==> src/rtl/bin2bcd_seq.sv <==
// Sequential binary-to-BCD converter (shift-and-add-3 / double dabble), one bit per clock.
//
// Ports:
//   clk   - rising-edge clock
//   rst   - synchronous active-high reset
//   start - conversion request, sampled only while idle
//   bin   - binary operand, captured on the edge that accepts start
//   busy  - high while a conversion is in progress
//   done  - one-cycle pulse, bcd holds a new result
//   bcd   - packed BCD result, digit k at [4k+3:4k], digit 0 least significant
module bin2bcd_seq #(
  parameter int unsigned W = 8,
  parameter int unsigned D = 3
) (
  input  logic           clk,
  input  logic           rst,
  input  logic           start,
  input  logic [W-1:0]   bin,
  output logic           busy,
  output logic           done,
  output logic [4*D-1:0] bcd
);

  localparam int unsigned CW = $clog2(W + 1);
  localparam int unsigned SW = 4 * D + W;

  typedef enum logic [0:0] {StIdle, StConv} state_e;

  state_e          state_q, state_d;
  logic [SW-1:0]   sr_q, sr_d;
  logic [CW-1:0]   cnt_q, cnt_d;
  logic [4*D-1:0]  bcd_q, bcd_d;
  logic            done_q, done_d;

  logic [4*D-1:0]  adj;
  logic [SW-1:0]   sr_shift;

  always_ff @(posedge clk) begin
    if (rst) begin
      state_q <= StIdle;
      sr_q    <= '0;
      cnt_q   <= '0;
      bcd_q   <= '0;
      done_q  <= 1'b0;
    end else begin
      state_q <= state_d;
      sr_q    <= sr_d;
      cnt_q   <= cnt_d;
      bcd_q   <= bcd_d;
      done_q  <= done_d;
    end
  end

  // Add-3 correction on every digit, then shift {digits, binary} left by one so the
  // binary MSB enters digit 0.
  always_comb begin
    logic [3:0] dig;
    adj = '0;
    for (int unsigned k = 0; k < D; k++) begin
      dig = sr_q[W + 4*k +: 4];
      adj[4*k +: 4] = (dig >= 4'd5) ? 4'(dig + 4'd3) : dig;
    end
    sr_shift = {adj, sr_q[W-1:0]} << 1;
  end

  always_comb begin
    state_d = state_q;
    sr_d    = sr_q;
    cnt_d   = cnt_q;
    bcd_d   = bcd_q;
    done_d  = 1'b0;
    unique case (state_q)
      StIdle: begin
        if (start) begin
          sr_d    = {{(4*D){1'b0}}, bin};
          cnt_d   = CW'(W);
          state_d = StConv;
        end
      end
      StConv: begin
        sr_d  = sr_shift;
        cnt_d = cnt_q - CW'(1);
        if (cnt_q == CW'(1)) begin
          bcd_d   = sr_shift[SW-1:W];
          done_d  = 1'b1;
          state_d = StIdle;
        end
      end
      default: state_d = StIdle;
    endcase
  end

  assign busy = (state_q == StConv);
  assign done = done_q;
  assign bcd  = bcd_q;

endmodule

==> config.mk <==
export PLATFORM = sky130hd
export DESIGN_NAME = bin2bcd_seq
export DESIGN_NICKNAME = d
export VERILOG_FILES = /design/src/rtl/bin2bcd_seq.sv
export SDC_FILE = /design/constraint.sdc
export NUM_CORES = 1
export LEC_CHECK = 0
export BUFFER_PORTS_ARGS = -buffer_cell sky130_fd_sc_hd__buf_2
export CAP_MARGIN = 20
export CORE_ASPECT_RATIO = 1.1
export CORE_MARGIN = 2
export CORE_UTILIZATION = 35
export CTS_BUF_LIST = sky130_fd_sc_hd__clkbuf_4 sky130_fd_sc_hd__clkbuf_8
export DETAILED_ROUTE_END_ITERATION = 12
export GPL_TIMING_DRIVEN = 0
export PLACE_DENSITY = 0.57
export SLEW_MARGIN = 10
export SYNTH_ARGS = -nofsm -noshare
export SYNTH_HDL_FRONTEND = slang
export SYNTH_SLANG_ARGS = --single-unit
==> constraint.sdc <==
create_clock -name clk -period 4.3 [get_ports clk]
set_clock_uncertainty 0.05 [all_clocks]
set_input_delay 0.645 -clock clk [delete_from_list [all_inputs] [get_ports clk]]
set_output_delay 0.645 -clock clk [all_outputs]
set_load 0.05 [all_outputs]
==> results.txt, run 1 <==
----------------------------------------------------
[Final layout]
  Layout-stage area growth over the synthesis result ... 16.02%
  Share of cells above drive strength 1 ... 20.57%
  Commonest non-fill, non-tap cells in the layout ... sky130_fd_sc_hd__dfxtp_1, sky130_fd_sc_hd__buf_2, sky130_fd_sc_hd__nor2_1
  Final antenna diode count ... 0
  Final-stage net count ... 228
  Commonest non-fill, non-tap cell in the layout ... sky130_fd_sc_hd__dfxtp_1
  Final core utilization ... 42.17%

[Critical path]
  Element type at the critical path start ... flip-flop
  CP arrival ... 0.94 ns
  WP buf/inv ... 1
  Critical path, cell by cell ... buf_2
  Setup Crit Path Kind ... flip-flop to output port
  Launch instance of the worst register-to-register path ... sr_q[12]
  Launching instance or port of the critical path ... busy
  CP max stage cell ... sky130_fd_sc_hd__dfxtp_1
  Element type at the critical path end ... output port
  Critical Path Fanout Max ... 3
  Critical path's top delay family ... flip-flops
  Data required time of the worst path ... between 3 and 4 ns
  Crit path largest cell delay ... 0.37 ns

[GRT]
  Leftover overflow at the end of global routing ... 0
  Wire length of the first global-routing pass ... 5851 um
  Largest net degree at the start of global routing ... 12
  Via count of the first global-routing pass ... 1300
  Number of antenna violations at the first check in global routing ... 0
  Overall Global Routing Usage ... 13.71%

[Outcome]
  Status ... finished, final reports clean

[Floorplanning]
  Top Ports ... 25
  Effective utilization at floorplan ... 36.35%
  Number of standard-cell rows in the floorplan ... 26
  Die Outline Area ... 0.005368 mm^2
  Placeable core region ... 0.004619 mm^2
  Die Wd ... 70.04 um
  DIE HEIGHT ... 76.65 um

[Power and ir drop]
  Net switching power figure ... 162.5 uW
  Total internal power ... 494.4 uW
  Leakage component of the power ... 0.0008203 uW
  Part of the power in combinational logic ... 9.7%
  Ratio of total power to cell area ... approximately 340 mW/mm^2
  Sequential share of power ... 55.9%
  Share of total power consumed by net switching ... about a quarter
  Maximum VDD drop ... 0.1542 mV
  Portion of total power attributed to the clock network ... 34.4%

[Clock tree]
  Cells resized by post-CTS repair ... 0
  Hold-fix buffer count after cts ... 0
  Maximum root-to-sink buffer count ... 2
  Total clock buffers created by CTS ... 5
  Clock Latency Late Sink ... 0.28 ns
  Clock tree sinks ... 38
  CTS clock-pin slew for the worst setup and hold paths ... approximately 0.070 ns
  # H-tree levels ... 2
  Setup Fix Bufs, Post-CTS ... 0
  Root buffer cell ... sky130_fd_sc_hd__clkbuf_8
  Clock tree from TritonCTS ... yes

[STA]
  Slew at the pin closest to its max-slew limit ... 0.6301 ns
  Min Tclk post-route ... 1.632 ns
  Final Worst Setup Slack ... 2.668 ns
  Worst slack on hold paths ... 0.4125 ns
  Final Cycle Share ... 37.96%
  Upper clock frequency limit ... 612.7 MHz
  Final number of hold-violating endpoints ... 0
  TNS Setup ... 0 ns
  # setup viols final ... 0
  Remaining max-slew budget at the tightest pin ... 57.84%
  Slew Viols, Final ... 0
  Setup repair after global routing missed its margin ... false

[Route]
  Total length of routed wires ... 3342 um
  Final ANT Viol Nets ... 0
  DR vias ... 1362
  Average wire per cell in the routed design ... 12.61 um
  Post-DR vias/cell ... 5.140
  DRC ... 0
  First-pass iteration count of the detailed router ... 4
  Number of DRC markers in iteration 0 ... 39

[Hold path]
  Worst hold path class ... flip-flop to flip-flop
  Origin of the worst min-delay path ... bcd[3]

[Logic synthesis]
  Count of distinct cell types in the synthesized netlist ... 30
  Synthesized-area fraction occupied by adder cells ... 5.961%
  Synthesized area ... 0.001679 mm^2
  Number of register bits inferred by synthesis ... 38
  Mux share of post-synthesis cell area ... roughly 7.2%
  Post-synthesis area per instance ... 9.433 um^2
  Synthesized netlist net count ... 197
  Gate Count Post-Synth ... 178
  Basic-gate share of the synthesized area counting and, or, nand and nor cells ... between 10% and 20%
  XOR/XNOR share of the synthesized area ... 1.565%
  Compound-gate portion of the synthesized area ... 20.04%
  Largest family of logic cells by synthesized area ... compound AO/OA/AOI/OAI gates
  Total number of yosys warnings ... 0
  Sequential fraction of the synthesis area ... 45.31%

[Flow run]
  Maxcap violations ... 0

[Placed design]
  RePlAce Congestion ... 0.7699
  Pre-CTS setup slack ... between 2 and 3 ns
  Buffers added on ports ... 24
  Placed wire-length estimate after detailed placement ... 2385 um

----------------------------------------------------
-- layout make-up --
cell class	instances	area (um^2)
Fill cell	477	2671
Multi-Input combinational cell	122	833.3
Sequential cell	38	760.7
Timing Repair Buffer	24	120.1
Tap cell	56	70.07
Clock buffer	5	68.82
Buffer	8	47.55
Inverter	10	37.54
Clock inverter	2	10.01
-- per-layer routing --
layer | global-route usage (%) | part of all wire (%)
met3 | 3.439 | 3.8
met2 | 22.86 | 46
met1 | 16.71 | 48
met5 | 0 | 0
met4 | 5.769 | 1.5
-- flip-flops by register name, indices dropped and copies added, names as in the netlist --
register  cells
sr_q         20
bcd          12
cnt_q         4
busy          1
done          1
-- cells by family (layout without fill, tap and decap cells) --
logic type                 Yosys count  in the layout
adders and majority gates            8              8
muxes                               12             12
DFF                                 38             38
and+or+nand+nor                     50             50
AOI/OAI and AO/OA                   49             49
buffers and inverters               18             49
xor gates and xnor gates             3              3
-- per-stage QoR --
step                      total power [uW]  instance area [um^2]  instances
after global routing                 692.5                  1948        265
final                                657.0                  1948        265
after floorplan                      421.4                  1679        178
after detailed placement             439.9                  1869        258
after global placement               439.8                  1869        258
after CTS                            670.5                  1948        265
-- synthesized netlist by cell type --
cell | count | area [um^2]
sky130_fd_sc_hd__a21o_1 | 2 | 15.01
sky130_fd_sc_hd__a21oi_1 | 17 | 85.08
sky130_fd_sc_hd__a21oi_2 | 1 | 8.760
sky130_fd_sc_hd__a22o_1 | 6 | 52.55
sky130_fd_sc_hd__a311oi_1 | 1 | 8.760
sky130_fd_sc_hd__a32o_1 | 5 | 50.05
sky130_fd_sc_hd__buf_2 | 5 | 25.02
sky130_fd_sc_hd__buf_4 | 1 | 7.510
sky130_fd_sc_hd__buf_6 | 1 | 11.26
sky130_fd_sc_hd__clkbuf_1 | 1 | 3.750
sky130_fd_sc_hd__dfxtp_1 | 38 | 760.7
sky130_fd_sc_hd__ha_1 | 8 | 100.1
sky130_fd_sc_hd__inv_1 | 8 | 30.03
sky130_fd_sc_hd__inv_2 | 2 | 7.510
sky130_fd_sc_hd__mux2i_1 | 12 | 120.1
sky130_fd_sc_hd__nand2_1 | 1 | 3.750
sky130_fd_sc_hd__nand2b_1 | 6 | 37.54
sky130_fd_sc_hd__nand3_1 | 6 | 30.03
sky130_fd_sc_hd__nand3b_1 | 1 | 7.510
sky130_fd_sc_hd__nor2_1 | 22 | 82.58
sky130_fd_sc_hd__nor2_2 | 1 | 6.260
sky130_fd_sc_hd__nor3_1 | 7 | 35.03
sky130_fd_sc_hd__nor3_2 | 1 | 10.01
sky130_fd_sc_hd__nor3b_1 | 5 | 37.54
sky130_fd_sc_hd__o21ai_0 | 4 | 20.02
sky130_fd_sc_hd__o21ai_1 | 5 | 25.02
sky130_fd_sc_hd__o21ba_1 | 1 | 10.01
sky130_fd_sc_hd__o2bb2ai_1 | 6 | 52.55
sky130_fd_sc_hd__o31a_1 | 1 | 8.760
sky130_fd_sc_hd__xnor2_1 | 3 | 26.28
-- power by group through the flow --
stage / clock, uW / sequential [uW] / combinational, uW
2_1_floorplan: 0 / 377 / 43.9
3_3_place_gp: 0 / 375 / 64.4
3_5_place_dp: 0 / 375 / 64.5
4_1_cts: 239 / 367 / 64.7
5_1_grt: 252 / 368 / 72.6
6_report: 226 / 367 / 63.6
-- path summary, 6_finish.rpt --
check | end | slack, ns | cells after the start
max reg2reg | sr_q[14] | 2.79 | 6
max | busy | 2.67 | 1
min | bcd[3] | 0.41 | 1
min reg2reg | bcd[3] | 0.41 | 1
No activity file was read; power rests on OpenSTA's default activity.
==> inputs of run 2 (changes only) <==
--- a/config.mk
+++ b/config.mk
@@ -13,7 +13,7 @@
 export CTS_BUF_LIST = sky130_fd_sc_hd__clkbuf_4 sky130_fd_sc_hd__clkbuf_8
 export DETAILED_ROUTE_END_ITERATION = 12
 export GPL_TIMING_DRIVEN = 0
-export PLACE_DENSITY = 0.57
+export PLACE_DENSITY = 0.59
 export SLEW_MARGIN = 10
 export SYNTH_ARGS = -nofsm -noshare
 export SYNTH_HDL_FRONTEND = slang
==> constraint.sdc (replaced) <==
create_clock -name clk -period 1.3 [get_ports clk]
set_clock_uncertainty 0.05 [all_clocks]
set_input_delay 0.195 -clock clk [delete_from_list [all_inputs] [get_ports clk]]
set_output_delay 0.195 -clock clk [all_outputs]
set_load 0.05 [all_outputs]
==> run 2 against run 1 <==
  * The run now ends with setup timing left
  * Worst hold slack lost 0.25 ns
  * Final area grew 22%
  * Die area is the same
  * Highest routed layer unchanged
  * First-iteration DRC count grew 13%
  * Global-route usage grew 1.4 points
  * Total power grew to 3.6 times the previous value
  * Register-to-register slack lost 2.9 ns
  * Via count grew 4.7%
  * Sequential share of layout area shrank 6.2 points
  * Combinational power grew to 4.1 times the previous value
  * Sequential cell count is the same
  * Largest power group unchanged
==> results.txt, run 2 (same netlist as run 1, synthesis figures left out) <==
----------------------------------------------------
[Clock tree]
  Clock tree sinks ... 38
  CTS clock-pin slew for the worst setup and hold paths ... around 0.08 ns
  Maximum root-to-sink buffer count ... 2
  Hold-fix buffer count after cts ... 0
  Total clock buffers created by CTS ... 5
  # H-tree levels ... 2
  Clock tree from TritonCTS ... yes
  Clock Latency Late Sink ... 0.29 ns
  Root buffer cell ... sky130_fd_sc_hd__clkbuf_8

[STA]
  Upper clock frequency limit ... 698.8 MHz
  Final Worst Setup Slack ... -0.1310 ns
  Slew Viols, Final ... 0
  # setup viols final ... 18
  Slew at the pin closest to its max-slew limit ... about 0.58 ns
  Remaining max-slew budget at the tightest pin ... 61.16%
  Final Cycle Share ... 110.1%
  Setup repair after global routing missed its margin ... true
  Final number of hold-violating endpoints ... 0
  Worst slack on hold paths ... roughly 0.16 ns
  Min Tclk post-route ... 1.431 ns

[GRT]
  Overall Global Routing Usage ... 15.15%
  Leftover overflow at the end of global routing ... 0
  Wire length of the first global-routing pass ... roughly 6600 um
  Via count of the first global-routing pass ... 1351
  Largest net degree at the start of global routing ... 12
  Number of antenna violations at the first check in global routing ... 0

[Floorplanning]
  DIE HEIGHT ... 76.65 um
  Number of standard-cell rows in the floorplan ... 26
  Top Ports ... 25
  Die Wd ... roughly 70 um
  Effective utilization at floorplan ... 36.35%
  Die Outline Area ... 0.005368 mm^2
  Placeable core region ... 0.004619 mm^2

[Hold path]
  Worst hold path class ... primary input to flip-flop
  Cells on Worst Hold Path ... 3
  Endpoint with the worst hold slack ... sr_q[0]
  Origin of the worst min-delay path ... bin[0]

[Final layout]
  Number of cells in the finished layout apart from fillers ... approximately 280
  Commonest non-fill, non-tap cell in the layout ... sky130_fd_sc_hd__dfxtp_1
  Commonest non-fill, non-tap cells in the layout ... sky130_fd_sc_hd__dfxtp_1, sky130_fd_sc_hd__buf_2, sky130_fd_sc_hd__nor2_1
  Final core utilization ... 51.54%
  Layout-stage area growth over the synthesis result ... 41.80%
  Total of fill cells in the finished design ... 452
  Share of cells above drive strength 1 ... 45.78%
  Max FFs per register ... 20
  Final-stage net count ... 243
  Design Area, Final ... about 0.0024 mm^2
  Register ranked first by flip-flop count ... sr_q
  Final antenna diode count ... 0

[Critical path]
  Element type at the critical path start ... flip-flop
  Data required time of the worst path ... 1.43 ns
  Setup Crit Path Kind ... flip-flop to flip-flop
  Element type at the critical path end ... flip-flop
  CP arrival ... 1.56 ns
  R2R Path End ... sr_q[10]
  Internal reg-to-reg setup slack ... -0.13 ns
  Launch instance of the worst register-to-register path ... sr_q[9]
  Critical Path Fanout Max ... 3
  R2R cell count ... 6

[Route]
  Average wire per cell in the routed design ... 14.54 um
  Final ANT Viol Nets ... 0
  DR vias ... 1426
  First-pass iteration count of the detailed router ... 4
  DRC ... 0
  Number of DRC markers in iteration 0 ... 44
  Total length of routed wires ... 4087 um
  Post-DR vias/cell ... between 5 and 6

[Placed design]
  Post-placement cell count ... 258
  Post-detailed-placement cell area ... 0.001956 mm^2
  Pre-CTS setup slack ... -0.2434 ns
  Placed wire-length estimate after detailed placement ... about 2500 um
  Buffers added on ports ... 24
  RePlAce Congestion ... 0.7043

[Outcome]
  Status ... finished with violations
  Violations in the final reports ... setup timing

[Power and ir drop]
  Ratio of total power to cell area ... about 1000 mW/mm^2
  Maximum VDD drop ... 0.6548 mV
  Leakage component of the power ... 0.0009741 uW

[Flow run]
  Maxcap violations ... 0

----------------------------------------------------
[run 2: cell type report]
type	instances	area, um^2	share of cell area [%]
buffer	8	56.30	2.365
clock buffer	7	90.09	3.784
clock inverter	1	5.005	0.2102
inverter	10	55.05	2.312
multi-input combinational	122	1077	45.24
sequential	38	783.3	32.90
tap	56	70.07	2.943
timing repair buffer	39	244.0	10.25
[run 2: critical path: stages (launching register included)]
cell,delay (ns)
sky130_fd_sc_hd__dfxtp_2,0.35
sky130_fd_sc_hd__inv_4,0.05
sky130_fd_sc_hd__ha_4,0.14
sky130_fd_sc_hd__nand2b_4,0.13
sky130_fd_sc_hd__a21o_4,0.23
sky130_fd_sc_hd__mux2i_2,0.17
sky130_fd_sc_hd__a32o_1,0.21
[run 2: per-stage QoR]
stage	power, uW	setup TNS, ns
6_report	2356	-1.389
5_1_grt	2440	-2.819
4_1_cts	2340	-0.8713
3_5_place_dp	1467	-2.925
3_3_place_gp	1467	-2.729
2_1_floorplan	1404	-0.2182
[run 2: repair_timing]
item	CTS	global route
gates resized for setup	25	29
endpoints found under the setup margin	19	23
buffers inserted	9	5
gates cloned	0	1
pin swaps	9	8
[run 2: worst max-delay path by stage]
| stage | slack, ns | cells past startpoint | to | from |
|---|---|---|---|---|
| 6_report | -0.13 | 6 | sr_q[10] | sr_q[9] |
| 5_1_grt | -0.20 | 8 | bcd[2] | cnt_q[1] |
| 4_1_cts | -0.09 | 6 | sr_q[18] | sr_q[17] |
| 3_5_place_dp | -0.24 | 7 | bcd[1] | cnt_q[1] |
| 3_3_place_gp | -0.24 | 7 | bcd[0] | cnt_q[1] |
| 2_1_floorplan | -0.04 | 7 | bcd[10] | cnt_q[1] |
[run 2: metal layers]
layer | up-vias | share of wire (%) | track usage (%)
met1 | 669 | 47 | 20.34
met5 | - | 0 | 0
met3 | 5 | 3.3 | 3.175
met4 | 0 | 0.69 | 2.885
met2 | 25 | 49 | 25.24
li1 | 727 | - | -
[run 2: power by group]
group	switching (uW)	internal (uW)	leakage, uW
registers	27.2	1190	0.000314
clock network	428	450	0.0000517
logic	151	111	0.000608
